**config.mk**
```make
export PLATFORM = sky130hd
export DESIGN_NAME = vc_pop_arbiter
export DESIGN_NICKNAME = d
export VERILOG_FILES = /design/src/rtl/vc_pop_arbiter_pkg.sv /design/src/rtl/vc_pop_arbiter_pop_counter.sv /design/src/rtl/vc_pop_arbiter.sv
export SDC_FILE = /design/constraint.sdc
export NUM_CORES = 1
export LEC_CHECK = 0
export ABC_AREA = 1
export BUFFER_PORTS_ARGS = -buffer_cell sky130_fd_sc_hd__buf_2
export CAP_MARGIN = 20
export CORE_ASPECT_RATIO = 1.1
export CORE_MARGIN = 5
export CORE_UTILIZATION = 35
export CTS_BUF_LIST = sky130_fd_sc_hd__clkbuf_4
export DETAILED_ROUTE_END_ITERATION = 10
export PLACE_DENSITY = 0.71
export SLEW_MARGIN = 20
export SYNTH_ARGS = -nofsm -noshare
export SYNTH_HDL_FRONTEND = slang
export SYNTH_SLANG_ARGS = --single-unit
```
**constraint.sdc**
```tcl
create_clock -name clk -period 1.1 [get_ports clk]
set_input_delay 0.055 -clock clk [delete_from_list [all_inputs] [get_ports clk]]
set_output_delay 0.055 -clock clk [all_outputs]
set_load 0.01 [all_outputs]
```
**src/rtl/vc_pop_arbiter_pkg.sv**
```systemverilog
// Shared definitions for the VC pop arbiter.
//   - state_t: FSM state encodings (RESET=0, INIT=1, IDLE=2, ACTIVE=3)
//   - DATA_SIZE_DEF / CNT_SIZE_DEF: default widths for head words and pop counters
//   - dest_almost_full(): selects the almost-full flag of the destination FIFO
package vc_pop_arbiter_pkg;

  localparam int DATA_SIZE_DEF = 4;
  localparam int CNT_SIZE_DEF  = 8;

  typedef enum logic [1:0] {
    ST_RESET  = 2'd0,
    ST_INIT   = 2'd1,
    ST_IDLE   = 2'd2,
    ST_ACTIVE = 2'd3
  } state_t;

  // Destination bit 0 routes to D0, 1 routes to D1.
  function automatic logic dest_almost_full(input logic dest_bit,
                                            input logic d0_af,
                                            input logic d1_af);
    return dest_bit ? d1_af : d0_af;
  endfunction

endpackage

```
**src/rtl/vc_pop_arbiter_pop_counter.sv**
```systemverilog
// Wrapping pop counter used once per virtual channel.
// Ports:
//   clk, reset : clock and asynchronous active-high reset
//   clr        : synchronous clear (wins over en)
//   en         : increment by one this cycle
//   cnt        : current count, wraps from all-ones to zero
module pop_counter #(
  parameter int CNT_SIZE = 8
) (
  input  logic                clk,
  input  logic                reset,
  input  logic                clr,
  input  logic                en,
  output logic [CNT_SIZE-1:0] cnt
);

  logic [CNT_SIZE-1:0] cnt_d;
  logic [CNT_SIZE-1:0] cnt_q;

  always_comb begin
    cnt_d = cnt_q;
    if (clr) begin
      cnt_d = '0;
    end else if (en) begin
      cnt_d = cnt_q + CNT_SIZE'(1);
    end
  end

  always_ff @(posedge clk or posedge reset) begin
    if (reset) begin
      cnt_q <= '0;
    end else begin
      cnt_q <= cnt_d;
    end
  end

  assign cnt = cnt_q;

endmodule

```
**src/rtl/vc_pop_arbiter.sv**
```systemverilog
// Pops words from two virtual-channel FIFOs towards two destination FIFOs
// (D0/D1), with strict VC0 priority and no bypass: a blocked VC0 head also
// stalls VC1, preserving ordering across channels.
// Ports:
//   clk, reset                 : clock, asynchronous active-high reset
//   init                       : forces INIT state while high
//   vc0_empty, vc1_empty       : VC FIFO empty flags
//   vc0_head, vc1_head         : FWFT head words, MSB selects destination
//   d0_almost_full, d1_almost_full : destination back-pressure
//   pop_vc0, pop_vc1           : combinational read strobes
//   pop_delay_vc0/vc1          : read strobes delayed one cycle
//   state                      : current FSM state
//   pop_cnt_vc0/vc1            : per-VC pop counts
module vc_pop_arbiter
  import vc_pop_arbiter_pkg::*;
#(
  parameter int DATA_SIZE = DATA_SIZE_DEF,
  parameter int CNT_SIZE  = CNT_SIZE_DEF
) (
  input  logic                 clk,
  input  logic                 reset,
  input  logic                 init,
  input  logic                 vc0_empty,
  input  logic                 vc1_empty,
  input  logic [DATA_SIZE-1:0] vc0_head,
  input  logic [DATA_SIZE-1:0] vc1_head,
  input  logic                 d0_almost_full,
  input  logic                 d1_almost_full,
  output logic                 pop_vc0,
  output logic                 pop_vc1,
  output logic                 pop_delay_vc0,
  output logic                 pop_delay_vc1,
  output logic [1:0]           state,
  output logic [CNT_SIZE-1:0]  pop_cnt_vc0,
  output logic [CNT_SIZE-1:0]  pop_cnt_vc1
);

  state_t state_d, state_q;
  logic   pop_delay_vc0_d, pop_delay_vc0_q;
  logic   pop_delay_vc1_d, pop_delay_vc1_q;
  logic   vc0_blocked, vc1_blocked;
  logic   active;
  logic   cnt_clr;

  // Only the destination bit of each head word matters here.
  logic   unused_head_bits;
  assign unused_head_bits = ^{vc0_head[DATA_SIZE-2:0], vc1_head[DATA_SIZE-2:0]};

  // Next-state logic; init overrides every other transition.
  always_comb begin
    state_d = state_q;
    if (init) begin
      state_d = ST_INIT;
    end else begin
      case (state_q)
        ST_RESET:  state_d = ST_INIT;
        ST_INIT:   state_d = ST_IDLE;
        ST_IDLE:   if (!vc0_empty || !vc1_empty) state_d = ST_ACTIVE;
        ST_ACTIVE: if (vc0_empty && vc1_empty)   state_d = ST_IDLE;
        default:   state_d = ST_RESET;
      endcase
    end
  end

  // Pop strobes are combinational so a pop and its almost-full suppression
  // resolve in the same cycle.
  always_comb begin
    active      = (state_q == ST_ACTIVE);
    vc0_blocked = dest_almost_full(vc0_head[DATA_SIZE-1], d0_almost_full, d1_almost_full);
    vc1_blocked = dest_almost_full(vc1_head[DATA_SIZE-1], d0_almost_full, d1_almost_full);
    pop_vc0     = active && !vc0_empty && !vc0_blocked;
    // vc0_empty gate gives strict priority and prevents VC1 bypassing a stalled VC0.
    pop_vc1     = active && vc0_empty && !vc1_empty && !vc1_blocked;
  end

  // A pop issued in the cycle that init arrives is not forwarded into INIT.
  always_comb begin
    pop_delay_vc0_d = (state_d == ST_INIT) ? 1'b0 : pop_vc0;
    pop_delay_vc1_d = (state_d == ST_INIT) ? 1'b0 : pop_vc1;
    cnt_clr         = (state_d == ST_INIT);
  end

  always_ff @(posedge clk or posedge reset) begin
    if (reset) begin
      state_q         <= ST_RESET;
      pop_delay_vc0_q <= 1'b0;
      pop_delay_vc1_q <= 1'b0;
    end else begin
      state_q         <= state_d;
      pop_delay_vc0_q <= pop_delay_vc0_d;
      pop_delay_vc1_q <= pop_delay_vc1_d;
    end
  end

  assign state         = state_q;
  assign pop_delay_vc0 = pop_delay_vc0_q;
  assign pop_delay_vc1 = pop_delay_vc1_q;

  pop_counter #(.CNT_SIZE(CNT_SIZE)) u_cnt_vc0 (
    .clk   (clk),
    .reset (reset),
    .clr   (cnt_clr),
    .en    (pop_vc0),
    .cnt   (pop_cnt_vc0)
  );

  pop_counter #(.CNT_SIZE(CNT_SIZE)) u_cnt_vc1 (
    .clk   (clk),
    .reset (reset),
    .clr   (cnt_clr),
    .en    (pop_vc1),
    .cnt   (pop_cnt_vc1)
  );

endmodule

```
==> results of run 1 <==
flip-flops by register name, indices dropped and copies added (netlist names):
register       count
pop_delay_vc0      1
u_cnt_vc0.cnt      8
u_cnt_vc1.cnt      8
state              2
pop_delay_vc1      1
worst register-to-register path: cells and delay by family, from the launching register on:
kind	cells	cell delay (ns)
AND/OR/NAND/NOR	5	0.38
buffers and inverters	3	0.31
flip-flops	1	0.44
cells in the final DEF (no fill, tap or decap):
cell,n
a21oi_1,1
buf_12,1
buf_2,26
buf_4,11
buf_6,8
buf_8,1
clkbuf_16,1
clkbuf_4,3
dfrtp_1,13
dfrtp_2,7
dlygate4sd3_1,2
ha_2,2
inv_1,19
inv_2,3
inv_4,1
inv_6,1
nand2_1,62
nand2_2,4
nand2_4,3
nand3_1,10
nand3_2,1
nand4_1,9
nor2_1,11
nor2_2,1
nor2_4,2
nor2_8,3
o21ai_0,4
o21ai_1,3
o21ai_2,2
xor2_1,2
kinds of logic (layout without fill, tap and decap cells):
logic type      after synthesis  in the layout  synth area share
xor+xnor                      2              2            0.0145
simple gates                106            106             0.421
fa+ha+maj                     2              2            0.0207
compound gates               10             10            0.0475
flops                        20             20             0.413
buf+inv                      25             77            0.0826
metal layers:
metal  track usage  wire, µm  vias to the layer above
met3        0.0204       135                        2
li1              -         -                      625
met1         0.174      1260                      539
met5             0         0                        -
met4        0.0406         9                        0
met2         0.213      1390                       25
worst paths after layout:
kind,start,to,slack (ns)
worst max-delay path,state[0],u_cnt_vc1.cnt[1],-0.12
worst min-delay path,vc1_empty,state[0],0.08
worst max register to register,state[0],u_cnt_vc1.cnt[1],-0.12
min in group asynchronous,reset,u_cnt_vc1.cnt[5],0.31
max in group asynchronous,reset,u_cnt_vc1.cnt[0],0.56
worst min register to register,u_cnt_vc1.cnt[7],u_cnt_vc1.cnt[7],0.53
power breakdown:
group	switching [mW]	internal (mW)	total [mW]
sequential	0.0114	0.747	0.758
clock	0.206	0.127	0.333
combinational	0.150	0.124	0.274
total	0.368	0.998	1.37
stage by stage:
stage,util,cell area (µm²),instances,worst slack (ns),TNS [ns]
6_report,0.515,1720,265,-0.119,-1.27
5_1_grt,0.515,1720,265,-0.167,-2.42
4_1_cts,0.489,1630,262,-0.130,-1.84
3_5_place_dp,0.455,1520,252,-0.0243,-0.0470
3_3_place_gp,0.455,1520,252,-0.00607,-0.00668
2_1_floorplan,-,1230,165,-0.0275,-0.0275
final cells by class:
type,count,share of cell area
repair buffers,50,0.223
well taps,48,0.0350
inverters,24,0.0569
multi-input cells,120,0.375
flip-flops and latches,20,0.297
clock buffers,3,0.0131
timing repair:
item	in CTS	in global routing
hold buffers	2	0
gates resized for setup	8	15
endpoints found under the hold margin	21	0
buffers inserted	5	2
cloned	0	1
setup endpoints to repair	16	24
pin swaps	12	5
==> results.py, run 1 <==
metrics = {
    "worst_setup_path": {
        "crit_path_cell_trace": "buf_6 -> nor2_4 -> nor2_8 -> buf_12 -> nand2_4 -> inv_2 -> nand2_1 -> nand2_1",
        "cp_slowest_stage_delay_ns": 0.44,
        "ff2ff_path_depth": 8,
        "crit_buf_inv": 3,
        "required_ns": 1.29,
        "path_depth": 8,
        "crit_arrival_ns": 1.41,
        "cp_common_cell": "nand2_1",
        "setup.worst_path.start_class": "register",
        "cp_top_family": "flip-flops",
        "critPathCaptureType": "register",
        "crit_fanout": 7,
        "critPathKind": "register to register",
        "slowest_stage": "dfrtp_2",
    },
    "clocking": {
        "cts.sinks": 20,
        "cts-root-buf": "clkbuf_4",
        "cts_buffers": 3,
        "htreeDepth": 1,
        "clkLatencyLatePin_ns": 0.29,
        "clockBufferDepth": 2,
        "clk_pin_slew_ns": 0.11,
        "cts_tree": "yes",
    },
    "synth": {
        "synth_fp_nets": 182,
        "synthTopCellsByArea": "dfrtp_1 (41%), nand2_1 (20%), inv_1 (5.9%)",
        "netlist_top_cells_count": "nand2_1 (66), dfrtp_1 (20), inv_1 (19)",
        "synth_largest_area_cell": "dfrtp_1",
        "synth.distinct_cells": 21,
        "async_flop_share": 1.00,
        "yosysWarnings": 0,
        "synthFlopType": "dfrtp_1",
        "synth_seq_area_share": 0.413,
        "yosys.area.top_type_share": 0.413,
        "syn_area_per_cell_um2": 7.34,
        "synth_seq_cells": 20,
        "synth-edff-count": 0,
        "netlist_area_um2": 1210,
        "synth.most_common_cell": "nand2_1",
        "syn-instance-count": 165,
    },
    "sta": {
        "holdWs_ns": 0.0815,
        "slew_violations": 0,
        "period_share": 1.11,
        "finalSetupViolations": 20,
        "fin_ws_ns": -0.119,
        "min_period_ns": 1.22,
        "max_freq_mhz": 820,
        "skew_ns": 0.00773,
        "hold_viol": 0,
        "worstMarginPinSlew_ns": 0.252,
        "max_slew_margin": 0.832,
        "rsz0062_at_grt": "true",
    },
    "min_path": {
        "whs_path_depth": 4,
        "hp-class": "primary input to register",
    },
    "route": {
        "final_antenna_net_count": 0,
        "firstDrtPassIters": 4,
        "first_iter_violations": 52,
        "post_drt_via_cell_ratio": 4.49,
        "wirelength_um": 2800,
        "wire_per_inst_um": 10.6,
        "vias": 1191,
        "drc": 0,
    },
    "cells_and_area": {
        "seqCellArea_um2": 509,
        "fill_cells": 342,
        "multi_input_area_um2": 643,
        "area_growth_pct": 41.6,
        "drive_above_1_share": 0.373,
        "nNetsFinal": 236,
        "diodes": 0,
    },
    "floorplan": {
        "start_util": 0.364,
        "io_pins": 37,
        "dieArea_um2": 4740,
        "coreArea_um2": 3330,
        "die_h_um": 71.7,
        "fp-row-count": 22,
        "die_w_um": 66.1,
    },
    "place": {
        "place.port_buffers": 30,
        "dp_hpwl_um": 2020,
        "finalWeightedCongestion": 0.830,
    },
    "status": {
        "status": "finished, violations left",
        "violations": "setup timing",
    },
    "power_and_ir_drop": {
        "power_mw": 1.37,
        "power_density_nw_per_um2": 796,
        "power_leakage_nw": 0.917,
        "peakVddDrop_mv": 0.458,
    },
    "global_routing": {
        "track_usage": 0.130,
        "grt_pass1_wl_um": 4930,
        "grt_max_degree": 21,
        "first_global_vias": 1151,
        "antenna_found_initial": 0,
        "grt.overflow.total": 0,
    },
    "flow_run": {
        "drv_cap": 0,
    },
}
Note: power is estimated with default switching activity, not from simulation.
==> inputs of run 2 (changes only) <==
Settings changed: ABC_AREA 1 to unset, PLACE_DENSITY 0.71 to 0.72.
==> results.py, run 2 <==
metrics = {
    "synth": {
        "yosysWarnings": 0,
        "synth.most_common_cell": "dfrtp_1",
        "synth-edff-count": 0,
        "async_flop_share": 1.00,
        "synth_fp_nets": 124,
        "syn_area_per_cell_um2": 10.1,
        "synthTopCellsByArea": "dfrtp_1 (46%), a21oi_1 (5.1%), mux2i_1 (4.6%)",
        "netlist_area_um2": 1080,
        "synth_seq_cells": 20,
        "synth_largest_area_cell": "dfrtp_1",
        "synth_seq_area_share": 0.462,
        "syn-instance-count": 107,
        "netlist_top_cells_count": "dfrtp_1 (20), a21oi_1 (11)",
        "yosys.area.top_type_share": 0.462,
        "synthFlopType": "dfrtp_1",
        "synth.distinct_cells": 26,
    },
    "global_routing": {
        "grt_pass1_wl_um": 5060,
        "track_usage": 0.147,
        "first_global_vias": 1189,
        "grt.overflow.total": 0,
        "grt_max_degree": 21,
        "antenna_found_initial": 0,
    },
    "cells_and_area": {
        "nNetsFinal": 191,
        "area_growth_pct": 62.6,
        "layout_commonest_cell": "buf_2",
        "drive_above_1_share": 0.595,
        "final_cell_mix": "buf_2 (28), buf_4 (25), buf_6 (11), dfrtp_1 (11), dfrtp_2 (9)",
        "final_area_um2": 1760,
        "diodes": 0,
        "final_cell_count_no_fill": 207,
    },
    "route": {
        "drc": 0,
        "wire_per_inst_um": 14.5,
        "firstDrtPassIters": 4,
        "final_antenna_net_count": 0,
        "first_iter_violations": 50,
        "wirelength_um": 2990,
        "vias": 1111,
        "post_drt_via_cell_ratio": 5.37,
    },
    "worst_setup_path": {
        "cp_slowest_stage_delay_ns": 0.48,
        "startpoint": "u_cnt_vc1.cnt[0]",
        "critPathCaptureType": "register",
        "slowest_stage": "or4_4",
        "reg2reg_from": "u_cnt_vc1.cnt[0]",
        "cp_top_family": "simple AND/OR/NAND/NOR gates",
        "setup.worst_path.start_class": "register",
        "required_ns": 1.34,
        "crit_arrival_ns": 1.63,
        "crit_path_cell_trace": "ha_4 -> buf_6 -> inv_4 -> or4_4 -> a21oi_2",
        "crit_fanout": 5,
        "critPathKind": "register to register",
        "crit_buf_inv": 2,
    },
    "power_and_ir_drop": {
        "peakVddDrop_mv": 0.547,
        "power_density_nw_per_um2": 794,
        "power_leakage_nw": 0.795,
    },
    "clocking": {
        "clockBufferDepth": 2,
        "htreeDepth": 1,
        "cts.sinks": 20,
        "cts_buffers": 3,
        "cts_tree": "yes",
        "cts-root-buf": "clkbuf_4",
        "clkLatencyLatePin_ns": 0.30,
        "clk_pin_slew_ns": 0.11,
    },
    "place": {
        "dp.cells": 189,
        "dp_hpwl_um": 2060,
        "finalWeightedCongestion": 0.838,
        "place_area_um2": 1470,
        "place.port_buffers": 30,
    },
    "sta": {
        "skew_ns": 0.00343,
        "period_share": 1.26,
        "finalSetupViolations": 19,
        "fin_ws_ns": -0.291,
        "max_freq_mhz": 719,
        "hold_viol": 0,
        "slew_violations": 0,
        "min_period_ns": 1.39,
        "max_slew_margin": 0.812,
        "holdWs_ns": 0.0455,
        "rsz0062_at_grt": "true",
        "worstMarginPinSlew_ns": 0.280,
    },
    "floorplan": {
        "die_h_um": 68.4,
        "start_util": 0.359,
        "dieArea_um2": 4310,
        "coreArea_um2": 3020,
        "io_pins": 37,
        "fp-row-count": 21,
        "die_w_um": 63.1,
    },
    "min_path": {
        "hp-class": "primary input to register",
        "min_from": "vc1_empty",
    },
    "status": {
        "status": "finished, violations left",
        "violations": "setup timing",
    },
    "flow_run": {
        "drv_cap": 0,
    },
}
-- run 2: repair_timing --
| item | in CTS | in global routing |
|---|---|---|
| pin swaps | 17 | 5 |
| hold buffers | 2 | 0 |
| setup buffers | 9 | 5 |
| resized for setup | 14 | 17 |
| endpoints found under the hold margin | 21 | 0 |
| setup endpoints to repair | 20 | 26 |
| cloned | 0 | 0 |
-- run 2: worst min-delay path: stages --
cell and delay [ns]:
buf_2 0.10, nand3_1 0.06, a21o_1 0.10
-- run 2: cells by family after synthesis --
logic type	count (synthesis)	share of synthesized area
flops	20	0.462
buf+inv	9	0.0346
simple gates	45	0.284
fa+ha+maj	2	0.0231
mux	7	0.0670
compound gates	24	0.129
-- run 2: metal layers --
metal  GRT usage  share of wire  vias up  wire [µm]
met5           0              0        -          0
met3      0.0378          0.052        8        155
met1       0.153           0.41      541       1210
met2       0.287           0.52       25       1570
li1            -              -      537          -
met4      0.0477          0.018        0         54
-- run 2: final timing paths --
check / depth (start not counted) / end / slack [ns]
worst max-delay path: 5 / u_cnt_vc1.cnt[2] / -0.29
worst min register to register: 2 / u_cnt_vc1.cnt[7] / 0.55
min in group asynchronous: 4 / u_cnt_vc0.cnt[5] / 0.31
worst max register to register: 5 / u_cnt_vc1.cnt[2] / -0.29
max in group asynchronous: 4 / u_cnt_vc1.cnt[3] / 0.57
worst min-delay path: 3 / state[0] / 0.05
-- run 2: power breakdown --
| part | switching [mW] | internal, mW |
|---|---|---|
| logic | 0.144 | 0.110 |
| clock network | 0.225 | 0.166 |
| registers | 0.00656 | 0.746 |
| total | 0.376 | 1.02 |
-- run 2: final cells by class --
cell class              instances  area [µm²]
well taps                      34        42.5
repair buffers                 67         492
multi-input cells              78         668
clock buffers                   4        30.0
fillers                       269        1260
inverters                       4        17.5
flip-flops and latches         20         512
-- run 2: stage by stage --
step	power [mW]	utilization	TNS, ns	setup WS [ns]
global route	1.48	0.583	-5.36	-0.354
detailed placement	0.975	0.488	-3.88	-0.312
finish	1.40	0.583	-3.83	-0.291
floorplan	0.882	-	-2.67	-0.323
global placement	0.969	0.488	-3.15	-0.239
CTS	1.40	0.553	-4.09	-0.302
